`config.mk`:
```
export PLATFORM = sky130hd
export DESIGN_NAME = pipelined_adder
export DESIGN_NICKNAME = d
export VERILOG_FILES = /design/src/rtl/adder_pkg.sv /design/src/rtl/adder_stage.sv /design/src/rtl/pipelined_adder.sv
export SDC_FILE = /design/constraint.sdc
export NUM_CORES = 1
export LEC_CHECK = 0
export CORE_UTILIZATION = 55
export CTS_CLUSTER_SIZE = 28
export DETAILED_ROUTE_END_ITERATION = 16
export PLACE_DENSITY_LB_ADDON = 0.15
export SETUP_SLACK_MARGIN = 0.02
export SLEW_MARGIN = 25
export SYNTH_ARGS = -nofsm -noshare
export SYNTH_HDL_FRONTEND = slang
export SYNTH_SLANG_ARGS = --single-unit
```
`constraint.sdc`:
```
create_clock -name i_clk -period 2.5 [get_ports i_clk]
set_input_delay 0.5 -clock i_clk [delete_from_list [all_inputs] [get_ports i_clk]]
set_output_delay 0.5 -clock i_clk [all_outputs]
set_load 0.03 [all_outputs]
```
`src/rtl/adder_pkg.sv`:
```
// Shared constants and helpers for the chunked pipelined adder.
package adder_pkg;

    localparam int unsigned DEF_WIDTH = 32;
    localparam int unsigned DEF_CHUNK = 8;

    // Number of chunk stages; never less than one even for degenerate parameters.
    function automatic int unsigned calc_stages(input int unsigned width, input int unsigned chunk);
        int unsigned n;
        n = (chunk == 0) ? 1 : width / chunk;
        return (n < 1) ? 1 : n;
    endfunction

endpackage

```
`src/rtl/adder_stage.sv`:
```
// One CHUNK-bit slice of the adder: adds its operand chunk plus incoming carry
// and registers sum, carry-out and the token valid bit when the pipeline advances.
module adder_stage
#(
    parameter int unsigned CHUNK = 8
)(
    input  logic             clk_i,
    input  logic             rst_ni,
    input  logic             en_i,
    input  logic             valid_i,
    input  logic [CHUNK-1:0] a_i,
    input  logic [CHUNK-1:0] b_i,
    input  logic             c_i,
    output logic             valid_o,
    output logic [CHUNK-1:0] sum_o,
    output logic             c_o
);

    logic [CHUNK:0]   full_d;
    logic             valid_q;
    logic [CHUNK-1:0] sum_q;
    logic             c_q;

    assign full_d = {1'b0, a_i} + {1'b0, b_i} + {{CHUNK{1'b0}}, c_i};

    always_ff @(posedge clk_i or negedge rst_ni) begin
        if (!rst_ni) begin
            valid_q <= 1'b0;
            sum_q   <= '0;
            c_q     <= 1'b0;
        end else if (en_i) begin
            valid_q <= valid_i;
            sum_q   <= full_d[CHUNK-1:0];
            c_q     <= full_d[CHUNK];
        end
    end

    assign valid_o = valid_q;
    assign sum_o   = sum_q;
    assign c_o     = c_q;

endmodule

```
`src/rtl/pipelined_adder.sv`:
```
// Carry-pipelined adder/subtractor: one CHUNK-bit slice per stage, with the
// untouched upper operand bits and finished lower sum bits travelling alongside.
module pipelined_adder
    import adder_pkg::*;
#(
    parameter int unsigned WIDTH = DEF_WIDTH,
    parameter int unsigned CHUNK = DEF_CHUNK
)(
    input  logic             i_clk,
    input  logic             i_rst_n,
    input  logic             i_valid,
    output logic             o_ready,
    input  logic [WIDTH-1:0] i_a,
    input  logic [WIDTH-1:0] i_b,
    input  logic             i_cin,
    input  logic             i_sub,
    output logic             o_valid,
    input  logic             i_ready,
    output logic [WIDTH-1:0] o_sum,
    output logic             o_cout,
    output logic             o_ovf
);

    localparam int unsigned STAGES = calc_stages(WIDTH, CHUNK);
    localparam int unsigned LAST   = STAGES - 1;

    logic             adv;
    logic [WIDTH-1:0] b_eff;
    logic             cin_eff;

    // The whole pipe moves as one; a stalled head freezes every stage, bubbles included.
    assign adv     = i_ready | ~o_valid;
    assign o_ready = adv;
    assign b_eff   = i_sub ? ~i_b : i_b;
    assign cin_eff = i_sub | i_cin;

    for (genvar gi = 0; gi < STAGES; gi++) begin : g_stage
        logic             v_in;
        logic             c_in;
        logic [CHUNK-1:0] a_chunk;
        logic [CHUNK-1:0] b_chunk;
        logic             stage_valid;
        logic [CHUNK-1:0] stage_sum;
        logic             stage_carry;

        if (gi == 0) begin : g_in
            assign v_in    = i_valid;
            assign c_in    = cin_eff;
            assign a_chunk = i_a[CHUNK-1:0];
            assign b_chunk = b_eff[CHUNK-1:0];
        end else begin : g_in
            assign v_in    = g_stage[gi-1].stage_valid;
            assign c_in    = g_stage[gi-1].stage_carry;
            assign a_chunk = g_stage[gi-1].g_rem.a_rem_q[CHUNK-1:0];
            assign b_chunk = g_stage[gi-1].g_rem.b_rem_q[CHUNK-1:0];
        end

        adder_stage #(
            .CHUNK (CHUNK)
        ) u_stage (
            .clk_i   (i_clk),
            .rst_ni  (i_rst_n),
            .en_i    (adv),
            .valid_i (v_in),
            .a_i     (a_chunk),
            .b_i     (b_chunk),
            .c_i     (c_in),
            .valid_o (stage_valid),
            .sum_o   (stage_sum),
            .c_o     (stage_carry)
        );

        // Operand bits not yet consumed; the next stage eats the low chunk of these.
        if (gi < LAST) begin : g_rem
            localparam int unsigned REM = WIDTH - (gi + 1) * CHUNK;
            logic [REM-1:0] a_rem_d;
            logic [REM-1:0] b_rem_d;
            logic [REM-1:0] a_rem_q;
            logic [REM-1:0] b_rem_q;

            if (gi == 0) begin : g_src
                assign a_rem_d = i_a[WIDTH-1:CHUNK];
                assign b_rem_d = b_eff[WIDTH-1:CHUNK];
            end else begin : g_src
                assign a_rem_d = g_stage[gi-1].g_rem.a_rem_q[REM+CHUNK-1:CHUNK];
                assign b_rem_d = g_stage[gi-1].g_rem.b_rem_q[REM+CHUNK-1:CHUNK];
            end

            always_ff @(posedge i_clk or negedge i_rst_n) begin
                if (!i_rst_n) begin
                    a_rem_q <= '0;
                    b_rem_q <= '0;
                end else if (adv) begin
                    a_rem_q <= a_rem_d;
                    b_rem_q <= b_rem_d;
                end
            end
        end

        // Sum chunks already finished by earlier stages.
        if (gi > 0) begin : g_done
            logic [gi*CHUNK-1:0] done_d;
            logic [gi*CHUNK-1:0] done_q;

            if (gi == 1) begin : g_src
                assign done_d = g_stage[0].stage_sum;
            end else begin : g_src
                assign done_d = {g_stage[gi-1].stage_sum, g_stage[gi-1].g_done.done_q};
            end

            always_ff @(posedge i_clk or negedge i_rst_n) begin
                if (!i_rst_n) begin
                    done_q <= '0;
                end else if (adv) begin
                    done_q <= done_d;
                end
            end
        end

        // a^b at the MSB lets the carry into the MSB be recovered from the registered sum bit.
        if (gi == LAST) begin : g_ovf
            logic msb_x_d;
            logic msb_x_q;

            assign msb_x_d = a_chunk[CHUNK-1] ^ b_chunk[CHUNK-1];

            always_ff @(posedge i_clk or negedge i_rst_n) begin
                if (!i_rst_n) begin
                    msb_x_q <= 1'b0;
                end else if (adv) begin
                    msb_x_q <= msb_x_d;
                end
            end
        end
    end

    if (STAGES == 1) begin : g_out
        assign o_sum = g_stage[0].stage_sum;
    end else begin : g_out
        assign o_sum = {g_stage[LAST].stage_sum, g_stage[LAST].g_done.done_q};
    end

    assign o_valid = g_stage[LAST].stage_valid;
    assign o_cout  = g_stage[LAST].stage_carry;
    assign o_ovf   = g_stage[LAST].g_ovf.msb_x_q
                   ^ g_stage[LAST].stage_sum[CHUNK-1]
                   ^ g_stage[LAST].stage_carry;

endmodule

```
==> impl_metrics.ini, run 1 <==
[pwr]
leakagePower_nw = 5.05
power_mw = 13.4
vdd_drop_max_uv = 755
p_per_area_nw_per_um2 = 1270

[layout]
fin_nets = 1137
stdcell_area_sq_um = 10500
final_cells = 1255
drive_gt1_share_pct = 6.32
multi_input_area_sq_um = 3750
fin_util_pct = 68.9
insertedDiodeCount = 0
ff_latch_area_sq_um = 4630
syn2layout_area_growth_pct = 21.7
fill_cells = 1241

[route]
wl_met1_um = 8420
wl_met2_um = 7830
wl_met3_um = 520
ant_nets = 0
remaining_drc_errors = 0
vias = 6422
post_drt_via_cell_ratio = 5.12
drt_iter0_drc = 401
wire_per_inst_um = 13.5
drt-total-wl_um = 16900
firstDrtPassIters = 4
top_layer = met4

[placed_design]
pre_cts_slack_ns = -0.299
portBuffers = 105
post_dp_cell_area_sq_um = 9940
post-place-cells = 1222
hpwl_um = 11800
gp_congestion = 0.809

[floorplanning]
core_area_sq_um = 15300
ios = 106
die_area_sq_um = 16200
fp.dieH_um = 127
initial_utilization_pct = 56.6
die_x_um = 127
rows = 45

[clocking]
root_buffer = clkbuf_16
numCtsBuffers = 17
clk_pin_slew_ns = 0.07
cts_max_level = 4
clock_path_buffers = 2
cts_sinks = 185
cts_tree = yes
clock_latency_ns = 0.44

[timing]
post-route-min-period_ns = 2.36
post-route-period-util_pct = 94.2
setup_viol = 0
layout_setup_ws_ns = 0.144
finalMaxSlewViolations = 0
fmax_mhz = 424
rsz0062_at_grt = false
final_hold_viol_count = 0
tightest_slew_ns = 0.441
hold_slack_ns = 0.465
fin_setup_tns_ns = 0
skew_ns = 0.00933
max_slew_margin_pct = 70.4

[logic_synthesis]
ys_warn_count = 0
synth_area_leaders = dfrtp_1 (54%), nand2_1 (19%), ha_1 (4.1%)
synth_seq_cells = 185
synth_cell_types = 40
synth_flop_cell = dfrtp_1
synth.top_cell.area_share_pct = 53.6
async_reset_ff_share_pct = 100
synth_nets = 1037
avgSynthCellArea_sq_um = 9.27
ys_seq_area_share_pct = 53.6
synth_edf_count = 0
synthCells = 931
synth_top_cell_by_area = dfrtp_1
mappedNetlistArea_sq_um = 8630

[setup_path]
r2r_cells = 6
critPathMostFrequentCell = fa_2
worst_setup_path_end_kind = register
worst-path-buf-inv = 2
worstPathArrival_ns = 2.67
critPathLaunch = i_cin
reg2reg_from = g_stage[2].g_rem.a_rem_q[0]$_DFFE_PN0P_
cp_cell_sequence = clkdlybuf4s50_1 > or2_4 > fa_2 > inv_2 > fa_2 > and2b_1 > o31a_1 > o31ai_1 > a21oi_1
critPathMaxStageDelay_ns = 0.39
path_class = input pin to register
critical_path_required_ns = 2.81
crit_family = compound AO/OA/AOI/OAI gates
critPathSlowestCell = clkdlybuf4s50_1
worstSetupStartpointType = input pin
cp_max_fo = 4
cp_num_cells = 9

[grt]
grt_pass1_wl_um = 29500
grt_util_all_layers_pct = 22.9
antenna_found_initial = 0
grt-ovfl-total = 0
grt_pass1_vias = 6276
grt_max_degree = 83

[job]
max_cap_viol_count = 0

[worst_hold_path]
worstHoldStart = g_stage[2].u_stage.valid_o$_DFFE_PN0P_
min_path_cells = 1
min_path_type = register to register

[outcome]
status = finished clean
-- cell families after synthesis --
| kind of cell | after synthesis | share of synthesized area, % |
|---|---|---|
| flops | 185 | 53.6 |
| mux | 7 | 0.812 |
| xor+xnor | 38 | 3.86 |
| fa+ha+maj | 36 | 5.91 |
| compound gates | 118 | 9.12 |
| simple gates | 495 | 23.6 |
| buf+inv | 52 | 3.06 |
-- cells in the mapped netlist (all sizes together), types with 4 or more instances --
library cell,number
mux2i,7
nand2b,7
o21a,6
a21oi,7
a211oi,19
nand3,5
nor3,8
o31ai,8
nor3b,20
o21bai,7
o31a,7
fa,8
or4b,4
xnor2,29
a21o,8
dfrtp,185
clkbuf,6
nand2,433
inv,5
o21ai,47
ha,28
nor2,6
buf,41
xor2,9
-- final timing paths --
kind / endpoint / slack, ns
max in group asynchronous: g_stage[0].g_rem.a_rem_q[15]$_DFFE_PN0P_ / 1.30
worst min-delay path: g_stage[3].u_stage.valid_o$_DFFE_PN0P_ / 0.47
worst max-delay path: g_stage[0].u_stage.c_o$_DFFE_PN0P_ / 0.14
worst max register to register: g_stage[3].u_stage.c_o$_DFFE_PN0P_ / 0.14
min in group asynchronous: g_stage[2].g_done.done_q[0]$_DFFE_PN0P_ / 0.52
worst min register to register: g_stage[3].u_stage.valid_o$_DFFE_PN0P_ / 0.47
-- registers in the layout (all words and copies together), names as in the netlist --
| signal | flops |
|---|---|
| g_stage.g_done.done_q | 48 |
| g_stage.g_ovf.msb_x_q | 1 |
| g_stage.g_rem.a_rem_q | 48 |
| g_stage.g_rem.b_rem_q | 48 |
| g_stage.u_stage.c_o | 4 |
| g_stage.u_stage.sum_o | 32 |
| g_stage.u_stage.valid_o | 4 |
-- what timing repair did --
action / CTS / global route
setup buffers: 0 / 0
gates resized for setup: 0 / 1
endpoints found under the hold margin: 25 / 0
hold buffers: 1 / 0
setup endpoints to repair: 0 / 1
-- power breakdown --
group,switching [mW],internal [mW]
sequential,0.837,4.34
combinational,3.22,2.45
clock,1.23,1.31
total,5.29,8.10
-- metal layers --
metal	GRT usage, %	vias to the layer above
li1	-	3255
met1	32.6	3045
met2	36.3	111
met3	4.56	11
met4	5.67	0
met5	0	-
-- worst reg2reg max path, delay by kind of cell, from the launching register on --
family                     cells  cell delay [ns]
AOI/OAI and AO/OA              3             0.81
adders and majority gates      2             0.94
DFF                            1             0.40
and+or+nand+nor                1             0.10
-- cells in the final DEF, fill, tap and decap left out, types with 4 or more instances in the layout --
master,n
nand2_1,433
dfrtp_1,185
clkdlybuf4s50_1,103
o21ai_0,47
xnor2_1,29
ha_1,28
nor3b_1,20
clkbuf_16,17
buf_4,17
a211oi_1,16
xor2_1,9
a21o_1,8
o31ai_1,8
nor3_1,8
o31a_1,7
o21bai_1,7
mux2i_1,7
a21oi_1,7
nand2b_1,7
inv_6,7
o21a_1,6
nor2_1,6
nand3_1,5
fa_1,5
buf_12,5
or4b_1,4
clkinvlp_4,4
-- area by class of cell --
class	instances	area share, %
sequential	185	44.1
multi-input combinational	694	35.7
timing repair buffer	128	12.3
clock buffer	17	4.05
clock inverter	15	1.25
inverter	5	0.202
tap	211	2.51
(Power assumes the default switching activity.)
==> inputs of run 2 (changes only) <==
--- a/config.mk
+++ b/config.mk
@@ -5,10 +5,10 @@
 export SDC_FILE = /design/constraint.sdc
 export NUM_CORES = 1
 export LEC_CHECK = 0
-export CORE_UTILIZATION = 55
+export CORE_UTILIZATION = 50
 export CTS_CLUSTER_SIZE = 28
 export DETAILED_ROUTE_END_ITERATION = 16
-export PLACE_DENSITY_LB_ADDON = 0.15
+export PLACE_DENSITY = 0.81
 export SETUP_SLACK_MARGIN = 0.02
 export SLEW_MARGIN = 25
 export SYNTH_ARGS = -nofsm -noshare
==> impl_metrics.ini, run 2 (synthesis results as in run 1) <==
[outcome]
status = finished clean

[clocking]
cts_sinks = 185
clock_latency_ns = 0.43
cts_tree = yes
numCtsBuffers = 17
clock_path_buffers = 2
cts_hold_buffers = 0
root_buffer = clkbuf_16
clk_pin_slew_ns = 0.07
cts_max_level = 4

[grt]
grt_util_all_layers_pct = 20.8
antenna_found_initial = 0
grt_max_degree = 110
grt_pass1_wl_um = 29600
grt_pass1_vias = 6186
grt-ovfl-total = 0

[placed_design]
hpwl_um = 11600
portBuffers = 105
gp_congestion = 0.792
pre_cts_slack_ns = -0.312

[setup_path]
critPathMaxStageDelay_ns = 0.51
worst_setup_path_end_kind = register
worstPathArrival_ns = 2.68
critPathMostFrequentCell = o31a_1
worstSetupStartpointType = register
crit_family = adder cells
cp_max_fo = 3
worst-path-buf-inv = 0
cp_cell_sequence = fa_1 > fa_2 > a211oi_2 > nor2_1 > o31a_1 > o31a_1
critPathSlowestCell = fa_1
critical_path_required_ns = 2.81
path_class = register to register

[layout]
ff_latch_area_sq_um = 4630
top_regs = g_stage.g_rem.a_rem_q x48, g_stage.g_rem.b_rem_q x48, g_stage.g_done.done_q x48
syn2layout_area_growth_pct = 22.0
multi_input_area_sq_um = 3750
fin_nets = 1133
insertedDiodeCount = 0
final_common_cell = nand2_1
fill_cells = 1384
drive_gt1_share_pct = 6.06
final_cell_mix = nand2_1 (433), dfrtp_1 (185), clkdlybuf4s50_1 (103)

[route]
wire_per_inst_um = 13.4
vias = 6405
ant_nets = 0
drt_iter0_drc = 400
post_drt_via_cell_ratio = 5.08
remaining_drc_errors = 0
firstDrtPassIters = 5
drt-total-wl_um = 16900

[pwr]
p_per_area_nw_per_um2 = 1280
leakagePower_nw = 5.06
power_mw = 13.5
vdd_drop_max_uv = 612

[timing]
finalMaxSlewViolations = 0
post-route-period-util_pct = 95.0
max_slew_margin_pct = 67.3
tightest_slew_ns = 0.490
final_hold_viol_count = 0
layout_setup_ws_ns = 0.125
skew_ns = 0.00928
hold_slack_ns = 0.0486
post-route-min-period_ns = 2.37
rsz0062_at_grt = false
setup_viol = 0
fmax_mhz = 421

[worst_hold_path]
min_path_type = input pin to asynchronous set/reset pin

[floorplanning]
ios = 106
die_x_um = 133
die_area_sq_um = 17800
core_area_sq_um = 16700
fp.dieH_um = 133
rows = 47
initial_utilization_pct = 51.7

[job]
max_cap_viol_count = 0
run 2: cell types whose count changed in the layout (fill, tap and decap cells not counted), sizes merged:
cell / before / now
bufinv: 0 / 1
clkinvlp: 4 / 1
clkinv: 2 / 3
dlygate4sd3: 1 / 0
buf: 23 / 20
clkbuf: 18 / 19
run 2: cell type report:
type	instances	area share, %
clock buffer	18	4.17
clock inverter	14	1.46
multi-input combinational	694	35.6
sequential	185	43.9
inverter	5	0.202
tap	220	2.61
timing repair buffer	124	12.0
run 2: routing by layer:
layer / GRT usage (%) / vias to the layer above / wire (um)
met4: 6.25 / 0 / 261
met2: 32.4 / 113 / 7870
li1: - / 3255 / -
met1: 29.6 / 3016 / 8200
met5: 0 / - / 0
met3: 3.96 / 21 / 538
run 2: report_power, final:
group          leakage [nW]  switching (mW)  internal [mW]
Clock                 0.291            1.21           1.45
Combinational          2.54            3.26           2.46
Sequential             2.23           0.814           4.33
Total                  5.06            5.28           8.24
run 2: path summary, 6_finish.rpt:
check | from | to | slack (ns) | depth (start not counted)
worst max-delay path | g_stage[2].g_rem.a_rem_q[0]$_DFFE_PN0P_ | g_stage[3].u_stage.c_o$_DFFE_PN0P_ | 0.13 | 6
worst max register to register | g_stage[2].g_rem.a_rem_q[0]$_DFFE_PN0P_ | g_stage[3].u_stage.c_o$_DFFE_PN0P_ | 0.13 | 6
min in group i_clk | g_stage[3].g_done.done_q[6]$_DFFE_PN0P_ | g_stage[3].g_done.done_q[6]$_DFFE_PN0P_ | 0.47 | 2
worst min register to register | g_stage[3].g_done.done_q[6]$_DFFE_PN0P_ | g_stage[3].g_done.done_q[6]$_DFFE_PN0P_ | 0.47 | 2
max in group asynchronous | i_rst_n | g_stage[1].g_rem.b_rem_q[6]$_DFFE_PN0P_ | 1.69 | 2
worst min-delay path | i_rst_n | g_stage[0].g_rem.a_rem_q[3]$_DFFE_PN0P_ | 0.05 | 1
run 2: through the flow:
stage               area [sq um]  cells  setup TNS (ns)  utilization [%]
floorplan                   8660    931          -0.101                -
global placement            9930   1227          -0.759             59.5
detailed placement          9930   1227          -0.929             59.5
CTS                        10500   1259               0             63.0
global route               10500   1260               0             63.1
finish                     10500   1260               0             63.1
run 2: timing repair:
action / in CTS / in global routing
setup buffers: 0 / 1
resized for setup: 0 / 1
endpoints found under the setup margin: 0 / 1
==> inputs of run 3 (changes only) <==
--- a/config.mk
+++ b/config.mk
@@ -5,10 +5,10 @@
 export SDC_FILE = /design/constraint.sdc
 export NUM_CORES = 1
 export LEC_CHECK = 0
-export CORE_UTILIZATION = 50
+export CORE_UTILIZATION = 47
 export CTS_CLUSTER_SIZE = 28
 export DETAILED_ROUTE_END_ITERATION = 16
-export PLACE_DENSITY = 0.81
+export PLACE_DENSITY = 0.77
 export SETUP_SLACK_MARGIN = 0.02
 export SLEW_MARGIN = 25
 export SYNTH_ARGS = -nofsm -noshare
==> impl_metrics.ini, run 3 (synthesis results as in run 1) <==
[setup_path]
worst-path-buf-inv = 2
worstPathArrival_ns = 2.75
regToRegEndpoint = g_stage[1].u_stage.c_o$_DFFE_PN0P_
cp_num_cells = 9
r2r_cells = 6
cp_cell_sequence = clkdlybuf4s50_1 > or2_4 > fa_2 > inv_2 > fa_2 > and2b_1 > o31a_1 > or3_1 > nand3_1
critPathMostFrequentCell = fa_2
reg2reg_from = g_stage[0].u_stage.c_o$_DFFE_PN0P_
critPathMaxStageDelay_ns = 0.41
path_class = input pin to register
critPathSlowestCell = fa_2
worstSetupStartpointType = input pin
critical_path_required_ns = 2.87
crit_family = simple AND/OR/NAND/NOR gates
critPathLaunch = i_cin
cp_max_fo = 4
rrSetupSlack_ns = 0.13
worst_setup_path_end_kind = register
cp-endpoint = g_stage[0].u_stage.sum_o[6]$_DFFE_PN0P_

[layout]
final_cell_mix = nand2_1 (433), dfrtp_1 (185), clkdlybuf4s50_1 (103)
fin_util_pct = 58.7
final_cells = 1270
stdcell_area_sq_um = 10500
drive_gt1_share_pct = 6.15
final_common_cell = nand2_1
top_regs = g_stage.g_rem.a_rem_q x48, g_stage.g_rem.b_rem_q x48, g_stage.g_done.done_q x48
insertedDiodeCount = 0
syn2layout_area_growth_pct = 22.1
fin_nets = 1134

[clocking]
cts_tree = yes
clk_pin_slew_ns = 0.07
cts_resized = 0
numCtsBuffers = 17
cts_hold_buffers = 0
cts_max_level = 4
root_buffer = clkbuf_16
post_cts_buffers = 0
clock_latency_ns = 0.43
clock_path_buffers = 2
cts_sinks = 185

[grt]
grt_max_degree = 95
antenna_found_initial = 0
grt_pass1_vias = 6057
grt-ovfl-total = 0
grt_util_all_layers_pct = 20.0
grt_pass1_wl_um = 29500

[timing]
fin_setup_tns_ns = 0
skew_ns = 0.00910
tightest_slew_ns = 0.431
fmax_mhz = 420
finalMaxSlewViolations = 0
layout_setup_ws_ns = 0.116
post-route-period-util_pct = 95.3
rsz0062_at_grt = false
max_slew_margin_pct = 71.3
post-route-min-period_ns = 2.38
final_hold_viol_count = 0
setup_viol = 0

[floorplanning]
core_area_sq_um = 18000
initial_utilization_pct = 48.1
ios = 106
die_x_um = 138
rows = 49
fp.dieH_um = 138
die_area_sq_um = 18900

[placed_design]
portBuffers = 105
gp_congestion = 0.820
pre_cts_slack_ns = -0.355
hpwl_um = 11800
post_dp_cell_area_sq_um = 9930
post-place-cells = 1238

[job]
max_cap_viol_count = 0

[route]
ant_nets = 0
post_drt_via_cell_ratio = 5.02
vias = 6377
firstDrtPassIters = 4
drt-total-wl_um = 17200
remaining_drc_errors = 0
wire_per_inst_um = 13.6
drt_iter0_drc = 471

[pwr]
leakagePower_nw = 5.05
vdd_drop_max_uv = 808
p_per_area_nw_per_um2 = 1290

[outcome]
status = finished clean

[worst_hold_path]
min_path_type = input pin to asynchronous set/reset pin
-- run 3: changes by cell type in the layout (fill, tap and decap cells not counted), sizes merged --
| cell | before | now |
|---|---|---|
| clkinv | 3 | 1 |
| clkinvlp | 1 | 2 |
| bufinv | 1 | 2 |
| clkbuf | 19 | 20 |
| buf | 20 | 21 |
| inv | 14 | 13 |
-- run 3: worst min-delay path by stage --
stage / endpoint / cells after the start
after CTS: g_stage[0].g_rem.a_rem_q[20]$_DFFE_PN0P_ / 1
after floorplan: g_stage[0].g_rem.a_rem_q[0]$_DFFE_PN0P_ / 0
final: g_stage[0].g_rem.a_rem_q[20]$_DFFE_PN0P_ / 1
after detailed placement: g_stage[3].g_done.done_q[20]$_DFFE_PN0P_ / 2
after global routing: g_stage[0].g_rem.a_rem_q[20]$_DFFE_PN0P_ / 1
after global placement: g_stage[2].g_done.done_q[1]$_DFFE_PN0P_ / 2
-- run 3: per-layer routing --
layer | vias to the layer above | routed length [um] | global-route usage [%]
met5 | - | 0 | 0
met4 | 0 | 212 | 6.17
met3 | 20 | 485 | 3.83
met2 | 97 | 7740 | 30.0
met1 | 3017 | 8780 | 29.2
li1 | 3243 | - | -
-- run 3: through the flow --
step | hold slack (ns) | power (mW)
2_1_floorplan | 0.204 | 9.08
3_3_place_gp | 0.448 | 10.6
3_5_place_dp | 0.453 | 10.8
4_1_cts | 0.0174 | 13.6
5_1_grt | 0.0296 | 14.6
6_report | 0.0131 | 13.5
-- run 3: area by class of cell --
cell class | count | area, sq um
clock inverter | 13 | 155
sequential | 185 | 4630
tap | 229 | 287
fill | 1571 | 7420
timing repair buffer | 125 | 1250
inverter | 5 | 21.3
clock buffer | 19 | 443
multi-input combinational | 694 | 3750
-- run 3: where the power goes --
group          switching [mW]  total (mW)  internal (mW)  leakage, nW
Combinational            3.25        5.67           2.42         2.53
Sequential              0.812        5.15           4.34         2.23
Clock                    1.20        2.73           1.53        0.290
